**src/rtl/pipeline_hazard_sequencer_pkg.sv**
```systemverilog
// Shared constants and FSM encoding for the ID-stage hazard sequencer.
package pipeline_hazard_sequencer_pkg;

  localparam int REG_FILE_ADDR_LEN = 4;

  typedef enum logic [1:0] {
    RUN    = 2'd0,
    STALL  = 2'd1,
    SQUASH = 2'd2
  } seq_state_t;

endpackage

```
**src/rtl/pipeline_hazard_sequencer_if.sv**
```systemverilog
// ID-stage bundle between the pipeline (master) and the hazard sequencer (slave).
interface pipeline_hazard_sequencer_if
  import pipeline_hazard_sequencer_pkg::*;
#(
  parameter int REG_ADDR_W = REG_FILE_ADDR_LEN,
  parameter int CNT_W      = 16
);

  logic                  forward_en;
  logic [REG_ADDR_W-1:0] id_src1;
  logic [REG_ADDR_W-1:0] id_src2;
  logic                  id_two_src;
  logic [REG_ADDR_W-1:0] id_dest;
  logic                  id_wb_en;
  logic                  id_mem_r_en;
  logic                  id_br_taken;
  logic                  id_jump;

  logic                  hazard_detected;
  logic                  pc_freeze;
  logic                  if_id_flush;
  logic                  id_exe_bubble;
  logic                  id_valid;
  logic [CNT_W-1:0]      stall_count;
  logic [CNT_W-1:0]      flush_count;

  modport master (
    output forward_en, id_src1, id_src2, id_two_src, id_dest, id_wb_en,
           id_mem_r_en, id_br_taken, id_jump,
    input  hazard_detected, pc_freeze, if_id_flush, id_exe_bubble, id_valid,
           stall_count, flush_count
  );

  modport slave (
    input  forward_en, id_src1, id_src2, id_two_src, id_dest, id_wb_en,
           id_mem_r_en, id_br_taken, id_jump,
    output hazard_detected, pc_freeze, if_id_flush, id_exe_bubble, id_valid,
           stall_count, flush_count
  );

endinterface

```
**src/rtl/pipeline_hazard_sequencer_track.sv**
```systemverilog
// One tracked pipeline slot: a valid bit plus a payload, cleared to invalid on a bubble.
module hazard_track_stage
  import pipeline_hazard_sequencer_pkg::*;
#(
  parameter int W = REG_FILE_ADDR_LEN + 2
) (
  input  logic         clk,
  input  logic         rst,
  input  logic         bubble,
  input  logic [W-1:0] d,
  output logic         v,
  output logic [W-1:0] q
);

  always_ff @(posedge clk or negedge rst) begin
    if (!rst) begin
      v <= 1'b0;
      q <= '0;
    end else if (bubble) begin
      v <= 1'b0;
      q <= '0;
    end else begin
      v <= 1'b1;
      q <= d;
    end
  end

endmodule

```
**src/rtl/pipeline_hazard_sequencer.sv**
```systemverilog
// Detects RAW/load-use hazards against EXE and MEM, flushes IF/ID on taken control flow,
// and keeps saturating stall/flush statistics.
module pipeline_hazard_sequencer
  import pipeline_hazard_sequencer_pkg::*;
#(
  parameter int REG_ADDR_W = REG_FILE_ADDR_LEN,
  parameter int CNT_W      = 16,
  parameter bit R0_ZERO    = 1'b1
) (
  input logic                         clk,
  input logic                         rst,
  pipeline_hazard_sequencer_if.slave  hz
);

  seq_state_t            state_q, state_d;
  logic                  forward_en;
  logic                  id_valid, hazard, flush, bubble;

  logic                  exe_v, exe_wb, exe_mem_r;
  logic [REG_ADDR_W-1:0] exe_dest;
  logic [REG_ADDR_W+1:0] exe_q;
  logic                  mem_v, mem_wb;
  logic [REG_ADDR_W-1:0] mem_dest;
  logic [REG_ADDR_W:0]   mem_q;

  logic [CNT_W-1:0]      stall_q, flush_q;

  assign forward_en = hz.forward_en;

  hazard_track_stage #(.W(REG_ADDR_W + 2)) u_exe (
    .clk    (clk),
    .rst    (rst),
    .bubble (bubble),
    .d      ({hz.id_dest, hz.id_wb_en, hz.id_mem_r_en}),
    .v      (exe_v),
    .q      (exe_q)
  );

  // MEM never needs the load flag: load-use is resolved entirely against EXE.
  hazard_track_stage #(.W(REG_ADDR_W + 1)) u_mem (
    .clk    (clk),
    .rst    (rst),
    .bubble (!exe_v),
    .d      ({exe_dest, exe_wb}),
    .v      (mem_v),
    .q      (mem_q)
  );

  assign {exe_dest, exe_wb, exe_mem_r} = exe_q;
  assign {mem_dest, mem_wb}            = mem_q;

  function automatic logic match(input logic [REG_ADDR_W-1:0] src);
    logic exe_hit, mem_hit;
    exe_hit = exe_v && (exe_dest == src) && !(R0_ZERO && (exe_dest == '0));
    mem_hit = mem_v && (mem_dest == src) && !(R0_ZERO && (mem_dest == '0));
    if (forward_en)
      return exe_hit && exe_mem_r;
    else
      return (exe_hit && exe_wb) || (mem_hit && mem_wb);
  endfunction

  // Outputs are gated by reset so they drop the instant rst falls.
  always_comb begin
    state_d  = state_q;
    id_valid = 1'b0;
    hazard   = 1'b0;
    flush    = 1'b0;
    bubble   = 1'b0;
    if (rst) begin
      id_valid = (state_q != SQUASH);
      hazard   = id_valid && (match(hz.id_src1) || (hz.id_two_src && match(hz.id_src2)));
      flush    = id_valid && !hazard && (hz.id_br_taken || hz.id_jump);
      bubble   = hazard || !id_valid;
      case (state_q)
        RUN, STALL: begin
          if (flush)       state_d = SQUASH;
          else if (hazard) state_d = STALL;
          else             state_d = RUN;
        end
        default: state_d = RUN;
      endcase
    end
  end

  always_ff @(posedge clk or negedge rst) begin
    if (!rst) state_q <= RUN;
    else      state_q <= state_d;
  end

  always_ff @(posedge clk or negedge rst) begin
    if (!rst) begin
      stall_q <= '0;
      flush_q <= '0;
    end else begin
      if (hazard && (stall_q != '1)) stall_q <= stall_q + 1'b1;
      if (flush && (flush_q != '1))  flush_q <= flush_q + 1'b1;
    end
  end

  assign hz.hazard_detected = hazard;
  assign hz.pc_freeze       = hazard;
  assign hz.if_id_flush     = flush;
  assign hz.id_exe_bubble   = bubble;
  assign hz.id_valid        = id_valid;
  assign hz.stall_count     = stall_q;
  assign hz.flush_count     = flush_q;

endmodule

```
**src/flat_wrapper.sv**
```systemverilog
// flat-port wrapper written by rule: the top's interface ports become plain ports
module pipeline_hazard_sequencer_flat import pipeline_hazard_sequencer_pkg::*;
#(
  parameter int REG_ADDR_W = REG_FILE_ADDR_LEN,
  parameter int CNT_W      = 16,
  parameter bit R0_ZERO    = 1'b1
)
  (clk, rst, hz_forward_en, hz_id_src1, hz_id_src2, hz_id_two_src, hz_id_dest, hz_id_wb_en, hz_id_mem_r_en, hz_id_br_taken, hz_id_jump, hz_hazard_detected, hz_pc_freeze, hz_if_id_flush, hz_id_exe_bubble, hz_id_valid, hz_stall_count, hz_flush_count);
  pipeline_hazard_sequencer_if #(.REG_ADDR_W(REG_ADDR_W), .CNT_W(CNT_W)) hz_i ();
  input logic clk;
  input logic rst;
  input wire logic [$bits(hz_i.forward_en)-1:0] hz_forward_en;
  input wire logic [$bits(hz_i.id_src1)-1:0] hz_id_src1;
  input wire logic [$bits(hz_i.id_src2)-1:0] hz_id_src2;
  input wire logic [$bits(hz_i.id_two_src)-1:0] hz_id_two_src;
  input wire logic [$bits(hz_i.id_dest)-1:0] hz_id_dest;
  input wire logic [$bits(hz_i.id_wb_en)-1:0] hz_id_wb_en;
  input wire logic [$bits(hz_i.id_mem_r_en)-1:0] hz_id_mem_r_en;
  input wire logic [$bits(hz_i.id_br_taken)-1:0] hz_id_br_taken;
  input wire logic [$bits(hz_i.id_jump)-1:0] hz_id_jump;
  output wire logic [$bits(hz_i.hazard_detected)-1:0] hz_hazard_detected;
  output wire logic [$bits(hz_i.pc_freeze)-1:0] hz_pc_freeze;
  output wire logic [$bits(hz_i.if_id_flush)-1:0] hz_if_id_flush;
  output wire logic [$bits(hz_i.id_exe_bubble)-1:0] hz_id_exe_bubble;
  output wire logic [$bits(hz_i.id_valid)-1:0] hz_id_valid;
  output wire logic [$bits(hz_i.stall_count)-1:0] hz_stall_count;
  output wire logic [$bits(hz_i.flush_count)-1:0] hz_flush_count;
  assign hz_i.forward_en = hz_forward_en;
  assign hz_i.id_src1 = hz_id_src1;
  assign hz_i.id_src2 = hz_id_src2;
  assign hz_i.id_two_src = hz_id_two_src;
  assign hz_i.id_dest = hz_id_dest;
  assign hz_i.id_wb_en = hz_id_wb_en;
  assign hz_i.id_mem_r_en = hz_id_mem_r_en;
  assign hz_i.id_br_taken = hz_id_br_taken;
  assign hz_i.id_jump = hz_id_jump;
  assign hz_hazard_detected = hz_i.hazard_detected;
  assign hz_pc_freeze = hz_i.pc_freeze;
  assign hz_if_id_flush = hz_i.if_id_flush;
  assign hz_id_exe_bubble = hz_i.id_exe_bubble;
  assign hz_id_valid = hz_i.id_valid;
  assign hz_stall_count = hz_i.stall_count;
  assign hz_flush_count = hz_i.flush_count;
  pipeline_hazard_sequencer #(.REG_ADDR_W(REG_ADDR_W), .CNT_W(CNT_W), .R0_ZERO(R0_ZERO)) u_core (.clk(clk), .rst(rst), .hz(hz_i));
endmodule
```
**config.mk**
```make
export PLATFORM = sky130hd
export DESIGN_NAME = pipeline_hazard_sequencer_flat
export DESIGN_NICKNAME = d
export VERILOG_FILES = /design/src/rtl/pipeline_hazard_sequencer_pkg.sv /design/src/rtl/pipeline_hazard_sequencer_if.sv /design/src/rtl/pipeline_hazard_sequencer_track.sv /design/src/rtl/pipeline_hazard_sequencer.sv /design/src/flat_wrapper.sv
export SDC_FILE = /design/constraint.sdc
export NUM_CORES = 1
export LEC_CHECK = 0
export CAP_MARGIN = 20
export CORE_MARGIN = 2
export CORE_UTILIZATION = 35
export DETAILED_ROUTE_END_ITERATION = 8
export SLEW_MARGIN = 40
export SYNTH_ARGS = -nofsm -noshare
export SYNTH_HDL_FRONTEND = slang
export SYNTH_HIERARCHICAL = 1
export SYNTH_SLANG_ARGS = --single-unit
export TNS_END_PERCENT = 5
```
**constraint.sdc**
```tcl
create_clock -name clk -period 2.5 [get_ports clk]
set_input_delay 0.375 -clock clk [delete_from_list [all_inputs] [get_ports clk]]
set_output_delay 0.375 -clock clk [all_outputs]
set_load 0.02 [all_outputs]
```
# Word-level counts from Yosys, hierarchy flattened
# Cells that the tools add are included.
# totals
reg_bits	47
elab_cells	65
output_inout_bits	37
inputBits	20
# op_classes
reduce_logical	33
muxes	15
n_eq_ne	8
add_sub_neg	2
# op_table
cell	n
adder 16 x 1 -> 16 bit (second input constant)	2
!= test 16 bit (second input constant)	2
logical AND 1 bit	20
equality test 4 bit	4
two-way mux 1 bit	11
zero test 4 bit	2
two-way mux 6 bit	1
logical OR 1 bit	5
two-way mux 5 bit	1
zero test 1 bit	4
two-way mux 2 bit	2
equality test 2 x 1 -> 1 bit (second input constant)	1
zero test 2 bit	1
!= test 2 bit (second input constant)	1
OR reduction 2 bit	1

# Depth between registers and ports, before layout
# Gate-level depths: netlist of the first run.
# logic_depth
depth_word	15
depth_mapped	8
mapped_depth_nobuf	7

# Cells and area by module
# The synthesis of the first run kept the hierarchy.
# modules_own_cells
module	n_inst	cells_per_inst	area_each_um2	seq_area_each_um2
pipeline_hazard_sequencer	1	197	1993.2	850.8
hazard_track_stage (u_core.u_exe)	1	14	216.5	175.2
hazard_track_stage (u_core.u_mem)	1	12	185.2	150.1

# Least setup slack after synthesis of the first run
# No wires, ideal clock.
# synth_path
path_kind	register to output
start	reg u_core.u_exe.q[4]
end	out hz_id_exe_bubble
setup_slack_ns	-0.010
path_stages_with_launch	6
arrival_ns	2.135
path_cell_list	dfrtp_1 xor2_1 o41ai_2 a22oi_2 buf_2 a21boi_0
# synth_between
elab_chain_cells	12
elab_cells_between_ends	23
cone_classes	eq/ne: 2; mux: 5; reduce/logical: 16
# synth_lines
item	line	rtl
start: declaration	pipeline_hazard_sequencer_track.sv:12	output logic [W-1:0] q
start signal: assignment	pipeline_hazard_sequencer_track.sv:18	q <= '0;
start signal: assignment	pipeline_hazard_sequencer_track.sv:21	q <= '0;
start signal: assignment	pipeline_hazard_sequencer_track.sv:24	q <= d;
equality test 4 bit / zero test 4 bit (equally long branches)	pipeline_hazard_sequencer.sv:54	exe_hit = exe_v && (exe_dest == src) && !(R0_ZERO && (exe_dest == '0));
logical AND 1 bit / zero test 1 bit (equally long branches)	pipeline_hazard_sequencer.sv:54	
logical AND 1 bit	pipeline_hazard_sequencer.sv:54	
logical AND 1 bit	pipeline_hazard_sequencer.sv:59	return (exe_hit && exe_wb) || (mem_hit && mem_wb);
logical OR 1 bit	pipeline_hazard_sequencer.sv:59	
two-way mux 1 bit	pipeline_hazard_sequencer.sv:56	if (forward_en)
two-way mux 1 bit	pipeline_hazard_sequencer.sv:69	if (rst) begin
logical AND 1 bit	pipeline_hazard_sequencer.sv:71	hazard = id_valid && (match(hz.id_src1) || (hz.id_two_src && match(hz.id_src2)));
logical OR 1 bit (*)	pipeline_hazard_sequencer.sv:71	
logical AND 1 bit (*)	pipeline_hazard_sequencer.sv:71	
logical OR 1 bit (*)	pipeline_hazard_sequencer.sv:73	bubble = hazard || !id_valid;
two-way mux 1 bit (*)	pipeline_hazard_sequencer.sv:69	
end: declaration	flat_wrapper.sv:24	output wire logic [$bits(hz_i.id_exe_bubble)-1:0] hz_id_exe_bubble;
# Mark *: on every way between the ends. The rest lies on a longest branch, timed or not. The select of a mux whose other input is x is not followed.

# Worst setup path after layout of the first run
# layout_path
start	in hz_id_src2[0]
end	out hz_hazard_detected
# layout_between
elab_chain_cells	11
elab_cells_between_ends	16
cone_classes	eq/ne: 2; mux: 3; reduce/logical: 11
# layout_lines
item	line	rtl
start: declaration	flat_wrapper.sv:14	input wire logic [$bits(hz_i.id_src2)-1:0] hz_id_src2;
equality test 4 bit, on equally long branches	pipeline_hazard_sequencer.sv:54, pipeline_hazard_sequencer.sv:55	
logical AND 1 bit, on equally long branches (2 in series)	pipeline_hazard_sequencer.sv:54, pipeline_hazard_sequencer.sv:55	
logical AND 1 bit	pipeline_hazard_sequencer.sv:59	
logical OR 1 bit	pipeline_hazard_sequencer.sv:59	
two-way mux 1 bit (*)	pipeline_hazard_sequencer.sv:56	
two-way mux 1 bit (*)	pipeline_hazard_sequencer.sv:69	
logical AND 1 bit (*)	pipeline_hazard_sequencer.sv:71	
logical OR 1 bit (*)	pipeline_hazard_sequencer.sv:71	
logical AND 1 bit (*)	pipeline_hazard_sequencer.sv:71	
two-way mux 1 bit (*)	pipeline_hazard_sequencer.sv:69	
end: declaration	flat_wrapper.sv:21	output wire logic [$bits(hz_i.hazard_detected)-1:0] hz_hazard_detected;
# Marks and branches as above.

==> impl_metrics.json, run 1 <==
{
  "cap_violations": 0,
  "yosys_warnings": 6,
  "design_power_total_mw": 1.96,
  "hold_ws_ns": 0.0212,
  "cts_buffer_depth": 2,
  "dp_hpwl_mm": 3.87,
  "grt_pass1_vias": 1874,
  "grt_usage_pct": 14.6,
  "power_frac_clock_pct": 22.4,
  "synth_top_cells_by_count": "dfrtp_1 (47), xnor2_1 (24), xor2_1 (20)",
  "numCtsBuffers": 5,
  "yosysUniqueCellTypes": 31,
  "finClkSkew_ns": 0.0118,
  "drv_slew": 0,
  "gr-total-overflow": 0,
  "stdcell_area_sq_um": 3210,
  "powerDensity_nw_per_um2": 610,
  "drt_wl_total_mm": 5.28,
  "initial_core_util_pct": 35.6,
  "worstSetupEndpointType": "primary output",
  "first_pass_iters": 4,
  "drt_iter0_drc": 59,
  "synthFlopType": "dfrtp_1",
  "layout-drive-gt1-share_pct": 15.0,
  "dieArea_sq_um": 7520,
  "final-hold-violation-count": 0,
  "p_switching_mw": 0.631,
  "vias": 1869,
  "setup_violations": 0,
  "max_slew.worst_pin.slew_ns": 0.461,
  "hold_buffers": 0,
  "vdd_drop_max_mv": 0.394,
  "required_ns": 2.12,
  "synth_seq_cells": 47,
  "viasPerCell": 5.00,
  "n_antenna_cell": 0,
  "leakage_nw": 1.43,
  "max_freq_ghz": 0.423,
  "netlist_area_sq_um": 2390,
  "core_sq_um": 6720,
  "startpoint_type": "input port",
  "p_seq_share_pct": 49.1,
  "finalCritPeriodShare_pct": 94.6,
  "ys_async_sr_fraction_pct": 100,
  "worstPathMaxFanout": 4,
  "ant_nets": 0,
  "arrival_ns": 1.99,
  "rows": 30,
  "nNetsFinal": 316,
  "min_period_ns": 2.37,
  "cts_root_buf": "clkbuf_8",
  "synth_area_per_cell_sq_um": 10.7,
  "p_int_mw": 1.33,
  "yosysSeqAreaShare_pct": 49.1,
  "swShare_pct": 32.2,
  "die_h_um": 86.7,
  "synth-edff-count": 0,
  "path_clk_slew_ns": 0.09,
  "synth_nets": 245,
  "chipWidth_um": 86.7,
  "post_drt_wl_per_cell_um": 14.1,
  "combPwrFrac_pct": 28.4,
  "syn_to_final_growth_pct": 34.2,
  "relSlewSlack_pct": 68.9,
  "ios": 57,
  "synthCells": 223,
  "htreeDepth": 2,
  "clk_latency_ns": 0.30,
  "yosysTopAreaCell": "dfrtp_1",
  "placed_area_sq_um": 3110,
  "cts_tree": "built",
  "gp_congestion": 0.821,
  "synth_top_area_share_pct": 49.1,
  "rrSetupSlack_ns": 0.21,
  "grt_pass1_wl_mm": 8.69,
  "min_path_type": "in -> async",
  "status": "finished, final reports clean",
  "grt_max_degree": 37,
  "drc": 0,
  "numClockSinks": 47,
  "synth_area_leaders": "dfrtp_1 (49%), xnor2_1 (8.8%), xor2_1 (7.3%)",
  "io_buffers": 56,
  "post-synth-top-count-cell": "dfrtp_1",
  "crit_type": "in -> out",
  "antenna_found_initial": 0
}
[area by class of cell]
cell class                      count  area (sq um)
Clock buffer                        5          68.8
Inverter                            8          30.0
Tap cell                           80           100
Fill cell                         631          3510
Sequential cell                    47          1180
Multi-Input combinational cell    161          1160
Timing Repair Buffer               71           663
Clock inverter                      2          13.8
[cells by family (layout without fill, tap and decap cells)]
group,Yosys count,after routing,share of synthesized area [%]
xor gates and xnor gates,44,44,16.1
buffers and inverters,15,86,3.03
muxes,7,7,3.08
and+or+nand+nor,103,103,25.2
AOI/OAI and AO/OA,5,5,2.40
adders and majority gates,2,2,1.04
DFF,47,47,49.1
[path summary, 6_finish.rpt]
check                                                      startpoint  cells after the start                                    end
worst min register to register  u_core/hz.stall_count[15]$_DFFE_PN0P_                      1  u_core/hz.stall_count[15]$_DFFE_PN0P_
worst max-delay path                                    hz_id_src2[0]                      6                     hz_hazard_detected
max in group asynchronous                                         rst                      3            u_core/u_exe/q[3]$_DFF_PN0_
worst max register to register            u_core/u_exe/q[3]$_DFF_PN0_                      8   u_core/hz.stall_count[1]$_DFFE_PN0P_
min in group clk                u_core/hz.stall_count[15]$_DFFE_PN0P_                      1  u_core/hz.stall_count[15]$_DFFE_PN0P_
worst min-delay path                                              rst                      2  u_core/hz.flush_count[11]$_DFFE_PN0P_
[sequential cells by signal, summed over array words and instances, names as in the netlist]
name and count:
u_core/hz.stall_count 16, u_core/u_mem/q 5, u_core/u_exe/v 1, u_core/hz.flush_count 16, u_core/u_exe/q 6, u_core/state_q 2, u_core/u_mem/v 1
[layer usage]
metal	routed length, um	GRT usage [%]	up-vias
met2	2560	24.9	41
li1	-	-	917
met4	58	4.26	0
met5	0	0	-
met3	204	3.14	5
met1	2450	18.7	906
[layout by cell type (no fill, tap or decap)]
cell             count
and2_1               1
a22oi_2              1
xnor2_1             23
nor2_2               1
dfrtp_2              1
clkdlybuf4s15_2      2
dfrtp_1             46
mux2_2               3
buf_4               15
nor3_1               9
nand3_1             10
nand2_1             16
dlymetal6s2s_1       1
nand2b_1             1
xnor2_2              1
nor4_1               4
clkdlybuf4s50_1     50
clkinv_1             1
o41ai_2              2
nor2_1              11
clkinv_4             1
and3_1              12
clkinv_2             1
a21boi_2             1
nor4_2               6
buf_2                3
nand4_1             15
nor4b_2              1
and4_1               2
nor2b_1             11
xor2_1              20
or3_1                2
mux2i_1              4
inv_1                7
clkbuf_8             5
o21ai_0              1
ha_1                 2
nor4b_1              1
[power groups by stage]
stage | clock network (mW) | registers, mW | logic [mW]
detailed placement | 0 | 0.976 | 0.561
floorplan | 0 | 1.02 | 0.232
global placement | 0 | 0.978 | 0.551
global route | 0.487 | 0.980 | 0.607
finish | 0.440 | 0.963 | 0.558
CTS | 0.455 | 0.964 | 0.559
[worst max-delay path: stages]
cell and delay, ns:
clkdlybuf4s50_1 0.45, xor2_1 0.17, o41ai_2 0.34, a22oi_2 0.19, nor2_2 0.17, clkdlybuf4s15_2 0.29
[stage by stage]
step	utilization (%)	setup TNS [ns]	worst slack (ns)	cells
2_1_floorplan	-	0	0.279	223
3_3_place_gp	46.2	-1.16	-0.300	365
3_5_place_dp	46.2	-1.24	-0.334	365
4_1_cts	47.5	-0.0286	-0.0286	372
5_1_grt	47.8	-0.00756	-0.00756	374
6_report	47.8	0	0.134	374
[repair_timing]
| item | 4_1_cts | 5_1_grt |
|---|---|---|
| resized for setup | 10 | 9 |
| pin swaps | 0 | 6 |
| setup buffers | 0 | 2 |
| endpoints found under the setup margin | 4 | 4 |
Power figures use the tool's default switching activity.
==> inputs of run 2 (changes only) <==
Settings changed: HOLD_SLACK_MARGIN set to 0.03.
==> run 2 against run 1 <==
Register-to-register slack barely moved; clock-buffer cell count is the same; critical path type unchanged; critical endpoint is now hz_id_valid; first-iteration DRC count down 6.8%; final area up 0.16%; utilization up 0.074 points; non-clock buffer count is the same; fmax is 0.25% lower.
==> impl_metrics.json, run 2 (same netlist as run 1, synthesis figures left out) <==
{
  "status": "finished, final reports clean",
  "preCtsSetupSlack_ns": -0.334,
  "cts_buffer_depth": 2,
  "layout_setup_ws_ns": 0.128,
  "design_power_total_mw": 1.96,
  "chipWidth_um": 86.7,
  "die_h_um": 86.7,
  "syn_to_final_growth_pct": 34.4,
  "initial_core_util_pct": 35.6,
  "arrival_ns": 2.00,
  "startpoint_type": "input port",
  "finClkSkew_ns": 0.0117,
  "stdcell_area_sq_um": 3220,
  "final_cell_mix": "clkdlybuf4s50_1 (50), dfrtp_1 (46), xnor2_1 (23)",
  "swShare_pct": 32.3,
  "ios": 57,
  "grt_pass1_wl_mm": 8.71,
  "leakage_nw": 1.43,
  "vdd_drop_max_mv": 0.394,
  "min_period_ns": 2.37,
  "drv_slew": 0,
  "clk_latency_ns": 0.30,
  "first_pass_iters": 4,
  "drc": 0,
  "dp_hpwl_mm": 3.87,
  "post_drt_wl_per_cell_um": 14.1,
  "relSlewSlack_pct": 68.6,
  "grt_pass1_vias": 1880,
  "stdcell_count": 374,
  "drt_iter0_drc": 55,
  "p_int_mw": 1.33,
  "core_sq_um": 6720,
  "crit_type": "in -> out",
  "htreeDepth": 2,
  "final-hold-violation-count": 0,
  "grt_max_degree": 37,
  "grt_usage_pct": 14.7,
  "gp_congestion": 0.821,
  "min_path_type": "reg -> reg",
  "required_ns": 2.12,
  "p_switching_mw": 0.633,
  "p_seq_share_pct": 49.1,
  "placed_area_sq_um": 3110,
  "combPwrFrac_pct": 28.4,
  "dp.cells": 365,
  "dieArea_sq_um": 7520,
  "antenna_found_initial": 0,
  "viasPerCell": 4.91,
  "worstPathMaxFanout": 7,
  "hold_path_depth": 1,
  "powerDensity_nw_per_um2": 609,
  "rows": 30,
  "numClockSinks": 47,
  "io_buffers": 56,
  "drt_wl_total_mm": 5.26,
  "ant_nets": 0,
  "finalCritPeriodShare_pct": 94.9,
  "worstSetupEndpointType": "primary output",
  "setup_violations": 0,
  "n_antenna_cell": 0,
  "vias": 1836,
  "final_common_cell": "clkdlybuf4s50_1",
  "path_clk_slew_ns": 0.09,
  "gr-total-overflow": 0,
  "power_frac_clock_pct": 22.4,
  "layout-drive-gt1-share_pct": 15.0,
  "cts_tree": "built",
  "max_slew.worst_pin.slew_ns": 0.466,
  "rr_worst_depth": 8,
  "finish.utilization_pct": 47.9,
  "max_freq_ghz": 0.422,
  "numCtsBuffers": 5,
  "cap_violations": 0,
  "nNetsFinal": 316,
  "cts_root_buf": "clkbuf_8"
}
-- run 2: changes by cell type in the layout (fill, tap and decap cells not counted), sizes merged --
cell	change
dlygate4sd3	+1
buf	-1
-- run 2: stage by stage --
| step | hold WS (ns) | setup TNS, ns |
|---|---|---|
| 2_1_floorplan | 0.0794 | 0 |
| 3_3_place_gp | 0.335 | -1.16 |
| 3_5_place_dp | 0.349 | -1.24 |
| 4_1_cts | 0.495 | -0.0286 |
| 5_1_grt | 0.513 | -0.0165 |
| 6_report | 0.489 | 0 |
-- run 2: final cells by class --
class | instances | area [sq um]
clock buffer | 5 | 68.8
clock inverter | 2 | 13.8
fill | 633 | 3500
inverter | 8 | 30.0
multi-input combinational | 161 | 1160
sequential | 47 | 1180
tap | 80 | 100
timing repair buffer | 71 | 666
-- run 2: power by group through the flow --
stage	registers, mW	logic (mW)	clock network [mW]
after floorplan	1.02	0.232	0
after global placement	0.978	0.551	0
after detailed placement	0.976	0.561	0
after CTS	0.964	0.561	0.455
after global routing	0.980	0.607	0.487
final	0.964	0.557	0.440
-- run 2: critical path, cell delays in order --
cell and delay [ns]:
dlygate4sd3_1 0.56, buf_2 0.15, nand2_2 0.16, clkinv_1 0.18
clkdlybuf4s50_1 0.57
-- run 2: per-layer routing --
layer,vias up,wire length [um],global-route usage [%]
met5,-,0,0
met4,0,55,4.26
met3,5,181,3.14
met2,33,2540,24.9
met1,882,2480,18.8
li1,916,-,-
-- run 2: final timing paths --
check / slack (ns) / to / start
max reg2reg: 0.21 / u_core/hz.stall_count[1]$_DFFE_PN0P_ / u_core/u_exe/q[3]$_DFF_PN0_
max in group asynchronous: 1.15 / u_core/u_exe/q[3]$_DFF_PN0_ / rst
max: 0.13 / hz_id_valid / rst
min: 0.49 / u_core/hz.stall_count[15]$_DFFE_PN0P_ / u_core/hz.stall_count[15]$_DFFE_PN0P_
min in group asynchronous: 0.63 / u_core/hz.flush_count[11]$_DFFE_PN0P_ / rst
min reg2reg: 0.49 / u_core/hz.stall_count[15]$_DFFE_PN0P_ / u_core/hz.stall_count[15]$_DFFE_PN0P_
-- run 2: repair_timing --
action / CTS / global route
gates resized for setup: 10 / 10
setup buffers: 0 / 1
hold endpoints to repair: 3 / 0
gates cloned: 0 / 0
hold buffers: 1 / 0
pin swaps: 0 / 6
setup endpoints to repair: 4 / 5
==> inputs of run 3 (changes only) <==
Settings changed: ABC_AREA set to 1.
==> run 3 against run 2 <==
Clock-buffer cell count increased by 1; combinational power is 13% higher; critical path type unchanged; sequential power down 0.7%.
==> impl_metrics.json, run 3 <==
{
  "status": "finished, final reports clean",
  "synth_area_per_cell_sq_um": 7.35,
  "drv_slew": 0,
  "synthCells": 402,
  "yosysSeqAreaShare_pct": 39.8,
  "drt_iter0_drc": 130,
  "synth_nets": 424,
  "final_cell_mix": "nand2_1 (135), clkdlybuf4s50_1 (51), inv_1 (49)",
  "synth_area_leaders": "dfrtp_1 (40%), nand2_1 (17%), inv_1 (6.2%)",
  "cts_setup_buffers": 0,
  "synth-simple-area-share_pct": 40.0,
  "io_buffers": 56,
  "layout-drive-gt1-share_pct": 8.82,
  "min_period_ns": 2.32,
  "swShare_pct": 33.8,
  "arrival_ns": 1.95,
  "dp_hpwl_mm": 5.19,
  "grt_max_degree": 29,
  "viasPerCell": 4.81,
  "drc": 0,
  "finalCritPeriodShare_pct": 92.8,
  "post-synth-top-count-cell": "nand2_1",
  "grt_pass1_wl_mm": 12.0,
  "nFillCells": 840,
  "cts_root_buf": "clkbuf_8",
  "post_drt_wl_per_cell_um": 12.3,
  "max_slew.worst_pin.slew_ns": 0.466,
  "ys_async_sr_fraction_pct": 100,
  "chipWidth_um": 95.9,
  "startpoint_type": "input port",
  "worstSetupEndpointType": "primary output",
  "n_antenna_cell": 0,
  "gp_congestion": 0.944,
  "hold_buffers": 0,
  "gr-total-overflow": 0,
  "yosysUniqueCellTypes": 33,
  "worstPathMaxFanout": 3,
  "numCtsBuffers": 5,
  "ios": 57,
  "vias": 2741,
  "synth-xor-area-share_pct": 7.71,
  "numClockSinks": 47,
  "path_clk_slew_ns": 0.09,
  "p_switching_mw": 0.720,
  "rows": 33,
  "yosysTopAreaCell": "dfrtp_1",
  "seq_area_sq_um": 1180,
  "min_path_type": "in -> async",
  "placed_area_sq_um": 3650,
  "powerDensity_nw_per_um2": 571,
  "cap_violations": 0,
  "cts_buffer_depth": 2,
  "crit_type": "in -> out",
  "p_int_mw": 1.41,
  "power_frac_clock_pct": 25.5,
  "stdcell_area_sq_um": 3740,
  "final_common_cell": "nand2_1",
  "synth_compound_area_share_pct": 1.44,
  "initial_core_util_pct": 36.0,
  "htreeDepth": 2,
  "core_sq_um": 8220,
  "synth_top_area_share_pct": 39.8,
  "dieArea_sq_um": 9190,
  "synthAdderAreaFrac_pct": 0.847,
  "leakage_nw": 1.87,
  "synth_top_family_by_area": "simple AND/OR/NAND/NOR gates",
  "syn_to_final_growth_pct": 26.6,
  "multi_input_area_sq_um": 1490,
  "grt_pass1_vias": 2620,
  "relSlewSlack_pct": 68.9,
  "yosys_warnings": 6,
  "grt_usage_pct": 16.4,
  "final-hold-violation-count": 0,
  "synthMuxAreaShare_pct": 0.339,
  "synthFlopType": "dfrtp_1",
  "synth-edff-count": 0,
  "antenna_found_initial": 0,
  "combPwrFrac_pct": 29.6,
  "setup-tns-final_ns": 0,
  "first_pass_iters": 4,
  "rsz0062_at_grt": "no",
  "die_h_um": 95.9,
  "setup_violations": 0,
  "max_freq_ghz": 0.431,
  "cts_tree": "built",
  "finClkSkew_ns": 0.00738,
  "ant_nets": 0,
  "clk_latency_ns": 0.30,
  "p_seq_share_pct": 44.8,
  "netlist_area_sq_um": 2950,
  "nNetsFinal": 487,
  "synth_top_cells_by_count": "nand2_1 (135), inv_1 (49), dfrtp_1 (47)",
  "required_ns": 2.12,
  "vdd_drop_max_mv": 0.442,
  "drt_wl_total_mm": 6.99,
  "synth_seq_cells": 47
}
-- run 3: cell types whose count changed in the layout (fill, tap and decap cells not counted), sizes merged, moves of 5 or more --
cell / before / now
xnor2: 24 / 8
nor2b: 11 / 0
nand3: 10 / 36
nor4: 10 / 1
nand4: 15 / 22
inv: 7 / 55
and3: 12 / 1
buf: 17 / 12
nor2: 12 / 40
nand2: 16 / 138
-- run 3: worst max-delay path, stage by stage --
cell and delay [ns]:
clkdlybuf4s50_1 0.48, inv_1 0.06, nand2_1 0.06, o21ai_1 0.06, nor2_1 0.12, nand2_1 0.07
nand2_1 0.09, nand2_2 0.08, nand3_1 0.09, nand2_1 0.05, inv_1 0.08, dlygate4sd2_1 0.33
-- run 3: worst paths after layout --
check | start | endpoint | slack (ns) | cells past startpoint
max | hz_id_src2[1] | hz_id_exe_bubble | 0.18 | 12
max reg2reg | u_core/hz.stall_count[0]$_DFFE_PN0P_ | u_core/hz.stall_count[8]$_DFFE_PN0P_ | 0.63 | 8
max in group asynchronous | rst | u_core/u_mem/v$_DFF_PN0_ | 2.08 | 2
min reg2reg | u_core/u_exe/q[1]$_DFF_PN0_ | u_core/u_mem/q[0]$_DFF_PN0_ | 0.49 | 2
min | rst | u_core/hz.stall_count[0]$_DFFE_PN0P_ | 0.13 | 2
min in group clk | u_core/u_exe/q[1]$_DFF_PN0_ | u_core/u_mem/q[0]$_DFF_PN0_ | 0.49 | 2
-- run 3: logic make-up (layout without fill, tap and decap cells) --
family,count (synthesis),count (layout)
AOI/OAI and AO/OA,8,8
adders and majority gates,2,2
DFF,47,47
xor gates and xnor gates,26,26
muxes,1,1
and+or+nand+nor,252,252
buffers and inverters,66,129
-- run 3: per-stage QoR --
step | hold slack [ns] | total power, mW | utilization [%] | std cells | setup WS [ns]
3_3_place_gp | 0.455 | 1.61 | 44.4 | 563 | -0.166
4_1_cts | 0.133 | 2.17 | 45.6 | 570 | 0.0535
5_1_grt | 0.144 | 2.27 | 45.5 | 570 | 0.0215
6_report | 0.127 | 2.13 | 45.5 | 570 | 0.179
3_5_place_dp | 0.464 | 1.62 | 44.4 | 563 | -0.203
2_1_floorplan | 0.0794 | 1.34 | - | 402 | 0.619
-- run 3: cell type report --
class,count,area share [%]
sequential,47,31.5
clock inverter,1,0.803
multi-input combinational,289,39.8
timing repair buffer,67,17.0
tap,105,3.51
inverter,55,5.52
clock buffer,6,1.94
-- run 3: routing by layer --
metal	GRT usage [%]	routed length, um	part of all wire, %
met3	2.58	286	4.1
met1	22.6	3350	48
met2	27.0	3280	47
met5	0	0	0
met4	3.93	70	1.0
-- run 3: what timing repair did --
item	in CTS	in global routing
gates cloned	0	0
resized for setup	4	6
endpoints found under the setup margin	4	3
-- run 3: power groups by stage --
stage | sequential, mW | combinational (mW) | clock (mW)
floorplan | 1.01 | 0.327 | 0
detailed placement | 0.973 | 0.644 | 0
finish | 0.957 | 0.632 | 0.545
global placement | 0.971 | 0.635 | 0
global route | 0.974 | 0.700 | 0.600
CTS | 0.958 | 0.642 | 0.568
